File: src/rtl/mac_param_scheduler_if.sv
// rtl/mac_param_scheduler_if.sv - command handshake bundle between front end and MAC parameter scheduler
interface mac_param_scheduler_if;
    logic        cmd_valid;
    logic        cmd_ready;
    logic [47:0] cmd_start_time;
    logic [47:0] cmd_freq;
    logic [13:0] cmd_phase;

    modport master (
        output cmd_valid,
        output cmd_start_time,
        output cmd_freq,
        output cmd_phase,
        input  cmd_ready
    );

    modport slave (
        input  cmd_valid,
        input  cmd_start_time,
        input  cmd_freq,
        input  cmd_phase,
        output cmd_ready
    );
endinterface

File: src/rtl/mac_param_scheduler.sv
// rtl/mac_param_scheduler.sv - timestamp counter plus FIFO of timed (start_time, freq, phase) sets driving the phase MAC
module mac_param_scheduler #(
    parameter  int DEPTH  = 4,
    parameter  int LATE_W = 16,
    localparam int LVL_W  = $clog2(DEPTH + 1),
    localparam int PTR_W  = $clog2(DEPTH)
) (
    input  logic                 clk_i,
    input  logic                 reset_i,
    input  logic                 ts_run_i,
    input  logic                 ts_clear_i,
    input  logic                 flush_i,
    mac_param_scheduler_if.slave cmd,
    output logic [47:0]          timestamp_o,
    output logic [47:0]          mac_timeoffset_o,
    output logic [47:0]          mac_freq_o,
    output logic [13:0]          mac_phase_o,
    output logic                 param_update_o,
    output logic                 late_o,
    output logic [LATE_W-1:0]    late_count_o,
    output logic [LVL_W-1:0]     queue_level_o,
    output logic                 busy_o
);
    typedef enum logic {EMPTY, ARMED} state_t;

    state_t             state_q, state_d;
    logic [47:0]        ts_q, ts_d;
    logic [PTR_W-1:0]   head_q, head_d, tail_q, tail_d;
    logic [LVL_W-1:0]   level_q, level_d;
    logic [47:0]        st_mem_q [DEPTH];
    logic [47:0]        freq_mem_q [DEPTH];
    logic [13:0]        phase_mem_q [DEPTH];
    logic [47:0]        mac_to_q, mac_freq_q;
    logic [13:0]        mac_phase_q;
    logic               upd_q, late_q;
    logic [LATE_W-1:0]  late_cnt_q;
    logic               push, pop, is_late;

    // Ready depends only on registered level: a full queue refuses even if it pops this cycle.
    assign cmd.cmd_ready = (level_q != LVL_W'(DEPTH));
    assign is_late       = ts_q > st_mem_q[head_q];

    always_comb begin
        ts_d = ts_q;
        if (ts_clear_i)    ts_d = '0;
        else if (ts_run_i) ts_d = ts_q + 48'd1;
    end

    always_comb begin
        state_d = state_q;
        head_d  = head_q;
        tail_d  = tail_q;
        level_d = level_q;
        push    = 1'b0;
        pop     = 1'b0;
        case (state_q)
            EMPTY:   pop = 1'b0;
            ARMED:   pop = ts_q >= st_mem_q[head_q];
            default: pop = 1'b0;
        endcase
        if (flush_i) begin
            pop     = 1'b0;
            head_d  = '0;
            tail_d  = '0;
            level_d = '0;
        end else begin
            push = cmd.cmd_valid && cmd.cmd_ready;
            if (push) tail_d = tail_q + PTR_W'(1);
            if (pop)  head_d = head_q + PTR_W'(1);
            case ({push, pop})
                2'b10:   level_d = level_q + LVL_W'(1);
                2'b01:   level_d = level_q - LVL_W'(1);
                default: level_d = level_q;
            endcase
        end
        state_d = (level_d == '0) ? EMPTY : ARMED;
    end

    always_ff @(posedge clk_i) begin
        if (reset_i) begin
            state_q     <= EMPTY;
            ts_q        <= '0;
            head_q      <= '0;
            tail_q      <= '0;
            level_q     <= '0;
            mac_to_q    <= '0;
            mac_freq_q  <= '0;
            mac_phase_q <= '0;
            upd_q       <= 1'b0;
            late_q      <= 1'b0;
            late_cnt_q  <= '0;
        end else begin
            state_q <= state_d;
            ts_q    <= ts_d;
            head_q  <= head_d;
            tail_q  <= tail_d;
            level_q <= level_d;
            upd_q   <= pop;
            late_q  <= pop && is_late;
            if (pop) begin
                mac_to_q    <= st_mem_q[head_q];
                mac_freq_q  <= freq_mem_q[head_q];
                mac_phase_q <= phase_mem_q[head_q];
                if (is_late && (late_cnt_q != '1)) late_cnt_q <= late_cnt_q + LATE_W'(1);
            end
        end
    end

    // Entry storage needs no reset: slots are only read after being written.
    always_ff @(posedge clk_i) begin
        if (!reset_i && push) begin
            st_mem_q[tail_q]    <= cmd.cmd_start_time;
            freq_mem_q[tail_q]  <= cmd.cmd_freq;
            phase_mem_q[tail_q] <= cmd.cmd_phase;
        end
    end

    assign timestamp_o      = ts_q;
    assign mac_timeoffset_o = mac_to_q;
    assign mac_freq_o       = mac_freq_q;
    assign mac_phase_o      = mac_phase_q;
    assign param_update_o   = upd_q;
    assign late_o           = late_q;
    assign late_count_o     = late_cnt_q;
    assign queue_level_o    = level_q;
    assign busy_o           = (state_q == ARMED);
endmodule

File: src/flat_wrapper.sv
// flat-port wrapper written by rule: the top's interface ports become plain ports
module mac_param_scheduler_flat 
#(
    parameter  int DEPTH  = 4,
    parameter  int LATE_W = 16,
    localparam int LVL_W  = $clog2(DEPTH + 1),
    localparam int PTR_W  = $clog2(DEPTH)
)
  (clk_i, reset_i, ts_run_i, ts_clear_i, flush_i, timestamp_o, mac_timeoffset_o, mac_freq_o, mac_phase_o, param_update_o, late_o, late_count_o, queue_level_o, busy_o, cmd_cmd_valid, cmd_cmd_start_time, cmd_cmd_freq, cmd_cmd_phase, cmd_cmd_ready);
  mac_param_scheduler_if cmd_i ();
  input  logic clk_i;
  input  logic reset_i;
  input  logic ts_run_i;
  input  logic ts_clear_i;
  input  logic flush_i;
  output logic [47:0] timestamp_o;
  output logic [47:0] mac_timeoffset_o;
  output logic [47:0] mac_freq_o;
  output logic [13:0] mac_phase_o;
  output logic param_update_o;
  output logic late_o;
  output logic [LATE_W-1:0] late_count_o;
  output logic [LVL_W-1:0] queue_level_o;
  output logic busy_o;
  input wire logic [$bits(cmd_i.cmd_valid)-1:0] cmd_cmd_valid;
  input wire logic [$bits(cmd_i.cmd_start_time)-1:0] cmd_cmd_start_time;
  input wire logic [$bits(cmd_i.cmd_freq)-1:0] cmd_cmd_freq;
  input wire logic [$bits(cmd_i.cmd_phase)-1:0] cmd_cmd_phase;
  output wire logic [$bits(cmd_i.cmd_ready)-1:0] cmd_cmd_ready;
  assign cmd_i.cmd_valid = cmd_cmd_valid;
  assign cmd_i.cmd_start_time = cmd_cmd_start_time;
  assign cmd_i.cmd_freq = cmd_cmd_freq;
  assign cmd_i.cmd_phase = cmd_cmd_phase;
  assign cmd_cmd_ready = cmd_i.cmd_ready;
  mac_param_scheduler #(.DEPTH(DEPTH), .LATE_W(LATE_W)) u_core (.clk_i(clk_i), .reset_i(reset_i), .ts_run_i(ts_run_i), .ts_clear_i(ts_clear_i), .flush_i(flush_i), .cmd(cmd_i), .timestamp_o(timestamp_o), .mac_timeoffset_o(mac_timeoffset_o), .mac_freq_o(mac_freq_o), .mac_phase_o(mac_phase_o), .param_update_o(param_update_o), .late_o(late_o), .late_count_o(late_count_o), .queue_level_o(queue_level_o), .busy_o(busy_o));
endmodule
File: config.mk
export PLATFORM = sky130hd
export DESIGN_NAME = mac_param_scheduler_flat
export DESIGN_NICKNAME = d
export VERILOG_FILES = /design/src/rtl/mac_param_scheduler_if.sv /design/src/rtl/mac_param_scheduler.sv /design/src/flat_wrapper.sv
export SDC_FILE = /design/constraint.sdc
export NUM_CORES = 1
export LEC_CHECK = 0
export CAP_MARGIN = 40
export CORE_MARGIN = 3
export CORE_UTILIZATION = 55
export CTS_CLUSTER_DIAMETER = 60
export DETAILED_ROUTE_END_ITERATION = 8
export PLACE_DENSITY_LB_ADDON = 0.2
export SYNTH_ARGS = -nofsm -noshare
export SYNTH_HDL_FRONTEND = slang
export SYNTH_SLANG_ARGS = --single-unit
File: constraint.sdc
create_clock -name clk_i -period 5.8 [get_ports clk_i]
set_clock_uncertainty 0.05 [all_clocks]
set_input_delay 1.16 -clock clk_i [delete_from_list [all_inputs] [get_ports clk_i]]
set_output_delay 1.16 -clock clk_i [all_outputs]
set_load 0.05 [all_outputs]
==> flow_summary.ini <==
[worst_setup_path]
endpoint_kind = register
crit_arrival_ns = 5.22
r2r-end = u_core.mac_phase_o[10]
crit_top_cell = buf_4
required_ns = 6.29
ff2ff_path_depth = 12
path_max_fanout = 62
worst-r2r-setup-slack_ns = 1.07
start_kind = register
endpoint = u_core.mac_phase_o[10]
slowest_stage = buf_4
crit_type = reg -> reg
worst_path_largest_cell_delay_ns = 0.66
path_cells = buf_4 > mux4_2 > inv_1 > ha_1 > a21oi_1 > o21ai_1 > a2111oi_2 > o21ba_2 > nand3_2 > a21oi_4 > buf_4 > a22o_1

[cts]
clockRootBuffer = clkbuf_16
ctsHoldBuffers = 0
clock_latency_ns = 0.61
cts_tree = yes
path_clk_slew_ns = 0.06
numCtsBuffers = 60
cts.sinks = 626
cts_resized = 0
cts.path.max_buffers = 3
htree_num_levels = 2
cts_setup_buffers = 0

[min_path]
hp-class = reg -> reg

[pwr]
p_leak_uw = 0.00996
p_per_area_nw_per_um2 = 301
irDropWorstVdd_uv = 282

[yosys]
async_flop_share = 0
synth_seq_cells = 626
synth.area.top_cells = edfxtp_1, dfxtp_1, mux4_2
yosysWarnings = 0
ys_seq_area_frac = 0.701
synth_edf_count = 440
synth.cell_area_sq_um = 24200
avgSynthCellArea_sq_um = 16.1
synthTopCellsByCount = edfxtp_1, dfxtp_1, mux4_2
synth_top_area_frac = 0.547
postSynthCellCount = 1505
synth_nets = 1677
synth_cell_types = 57
synth_top_area_cell = edfxtp_1
yosys_most_used_dff = edfxtp_1
yosysMostFrequentCell = edfxtp_1

[routing]
drc = 0
wl_per_cell_microns = 22.1
first_pass_iters = 5
via_per_inst = 5.73
dr.first_iter.drc_count = 1342
vias = 14100
ant_nets = 0
wl_microns = 54300

[placed_design]
gp_congestion = 0.832
portBuffers = 296
place_inst = 2338
place_hpwl_microns = 35600

[floorplan]
initial_utilization = 0.559
core_sq_um = 43300
pin_count = 297
rows = 76
fp.dieW_microns = 216
fp.dieH_microns = 216
die_area_sq_um = 46500

[timing]
rsz0062_at_grt = no
finalMaxSlewViolations = 0
max_clock_freq_mhz = 211
min_period_ns = 4.73
fin_setup_tns_ns = 0
hold_viol_final = 0
min_period_over_period = 0.816
relSlewSlack = 0.447
finalSetupViolCount = 0
worst_pin_slew_ns = 0.829
hold_slack_ns = 0.424

[finish]
layout.cells.non_filler = 2453
nNetsFinal = 1987
area_growth_pct = 23.9
final_util = 0.692
drive_gt1_frac = 0.135

[flow_run]
cap_violations = 0

[global_routing]
grt_start_max_net_pins = 65
antenna_found_initial = 6
grt_pass1_wl_microns = 83700
gr-usage-all-layers = 0.232
grt_pass1_vias = 14700
overflow = 0

[status]
status = finished clean
==> how the worst min path moves through the flow <==
stage / start / endpoint / slack (ns) / cells past startpoint
after global placement: u_core.mac_phase_o[7] / u_core.mac_phase_o[7] / 0.41 / 1
after CTS: u_core.mac_timeoffset_o[9] / u_core.mac_timeoffset_o[9] / 0.43 / 2
after detailed placement: u_core.mac_freq_o[27] / u_core.mac_freq_o[27] / 0.42 / 1
final: u_core.mac_freq_o[26] / u_core.mac_freq_o[26] / 0.42 / 1
after global routing: u_core.mac_freq_o[26] / u_core.mac_freq_o[26] / 0.44 / 1
after floorplan: u_core.tail_q[1] / u_core.tail_q[1] / 0.42 / 2
==> metal layers <==
layer / track usage / share of wire / up-vias
li1: - / - / 6466
met1: 0.300 / 0.41 / 7107
met2: 0.395 / 0.50 / 407
met3: 0.0583 / 0.068 / 74
met4: 0.0672 / 0.022 / 8
met5: 0 / 0.0011 / -
==> through the flow <==
step / worst slack (ns) / area, sq um / total power [uW]
floorplan: 0.713 / 24200 / 5010
global placement: 1.19 / 27800 / 5140
detailed placement: 1.03 / 27900 / 5150
CTS: 0.985 / 29900 / 9100
global route: 0.738 / 29900 / 9300
finish: 1.07 / 29900 / 9020
==> cell type report <==
type	instances	area (sq um)
sequential	626	16900
fill	2905	13300
multi-input combinational	749	6730
timing repair buffer	323	3300
clock buffer	81	1620
tap	585	732
clock inverter	32	394
inverter	55	206
antenna	2	5.00
==> power by group <==
part	total, uW	switching [uW]	internal, uW
clock network	3970	1610	2360
registers	4820	9.56	4810
logic	233	125	108
==> registers in the layout, summed over array words and instances, names as in the netlist, named ones only <==
register and count:
u_core.late_count_o 16, u_core.tail_q 2, u_core.timestamp_o 48, u_core.st_mem_q 192
u_core.head_q 2, u_core.busy_o 1, u_core.mac_phase_o 14, u_core.phase_mem_q 56
u_core.param_update_o 1, u_core.freq_mem_q 192, u_core.queue_level_o 3, u_core.mac_freq_o 48
u_core.mac_timeoffset_o 48, u_core.late_o 1
==> cells in the final DEF, fill, tap and decap left out, types with 11 or more instances in the layout <==
| cell type | count |
|---|---|
| a21oi_1 | 82 |
| a22o_1 | 62 |
| and3_1 | 15 |
| buf_4 | 17 |
| clkbuf_1 | 16 |
| clkbuf_16 | 60 |
| clkdlybuf4s50_1 | 295 |
| clkinv_1 | 11 |
| dfxtp_1 | 182 |
| edfxtp_1 | 440 |
| ha_1 | 55 |
| inv_1 | 55 |
| mux4_2 | 110 |
| nand2_1 | 37 |
| nand3_1 | 85 |
| nand4_1 | 21 |
| nor2_1 | 71 |
| o21ai_0 | 58 |
| o21ai_1 | 14 |
| xnor2_1 | 11 |
| xor2_1 | 38 |
==> logic make-up after synthesis <==
family	after synthesis	share of synthesized area
adders and majority gates	56	0.0293
xor gates and xnor gates	49	0.0178
muxes	116	0.105
and+or+nand+nor	288	0.0616
AOI/OAI and AO/OA	240	0.0624
buffers and inverters	130	0.0230
DFF	626	0.701
==> critical path: cells and delay by family, from the launching register on <==
kind	cells	cell delay, ns
compound gates	6	1.57
flops	1	0.65
fa+ha+maj	1	0.25
simple gates	1	0.46
buf+inv	3	1.07
mux	1	0.56
(Power assumes the default switching activity.)
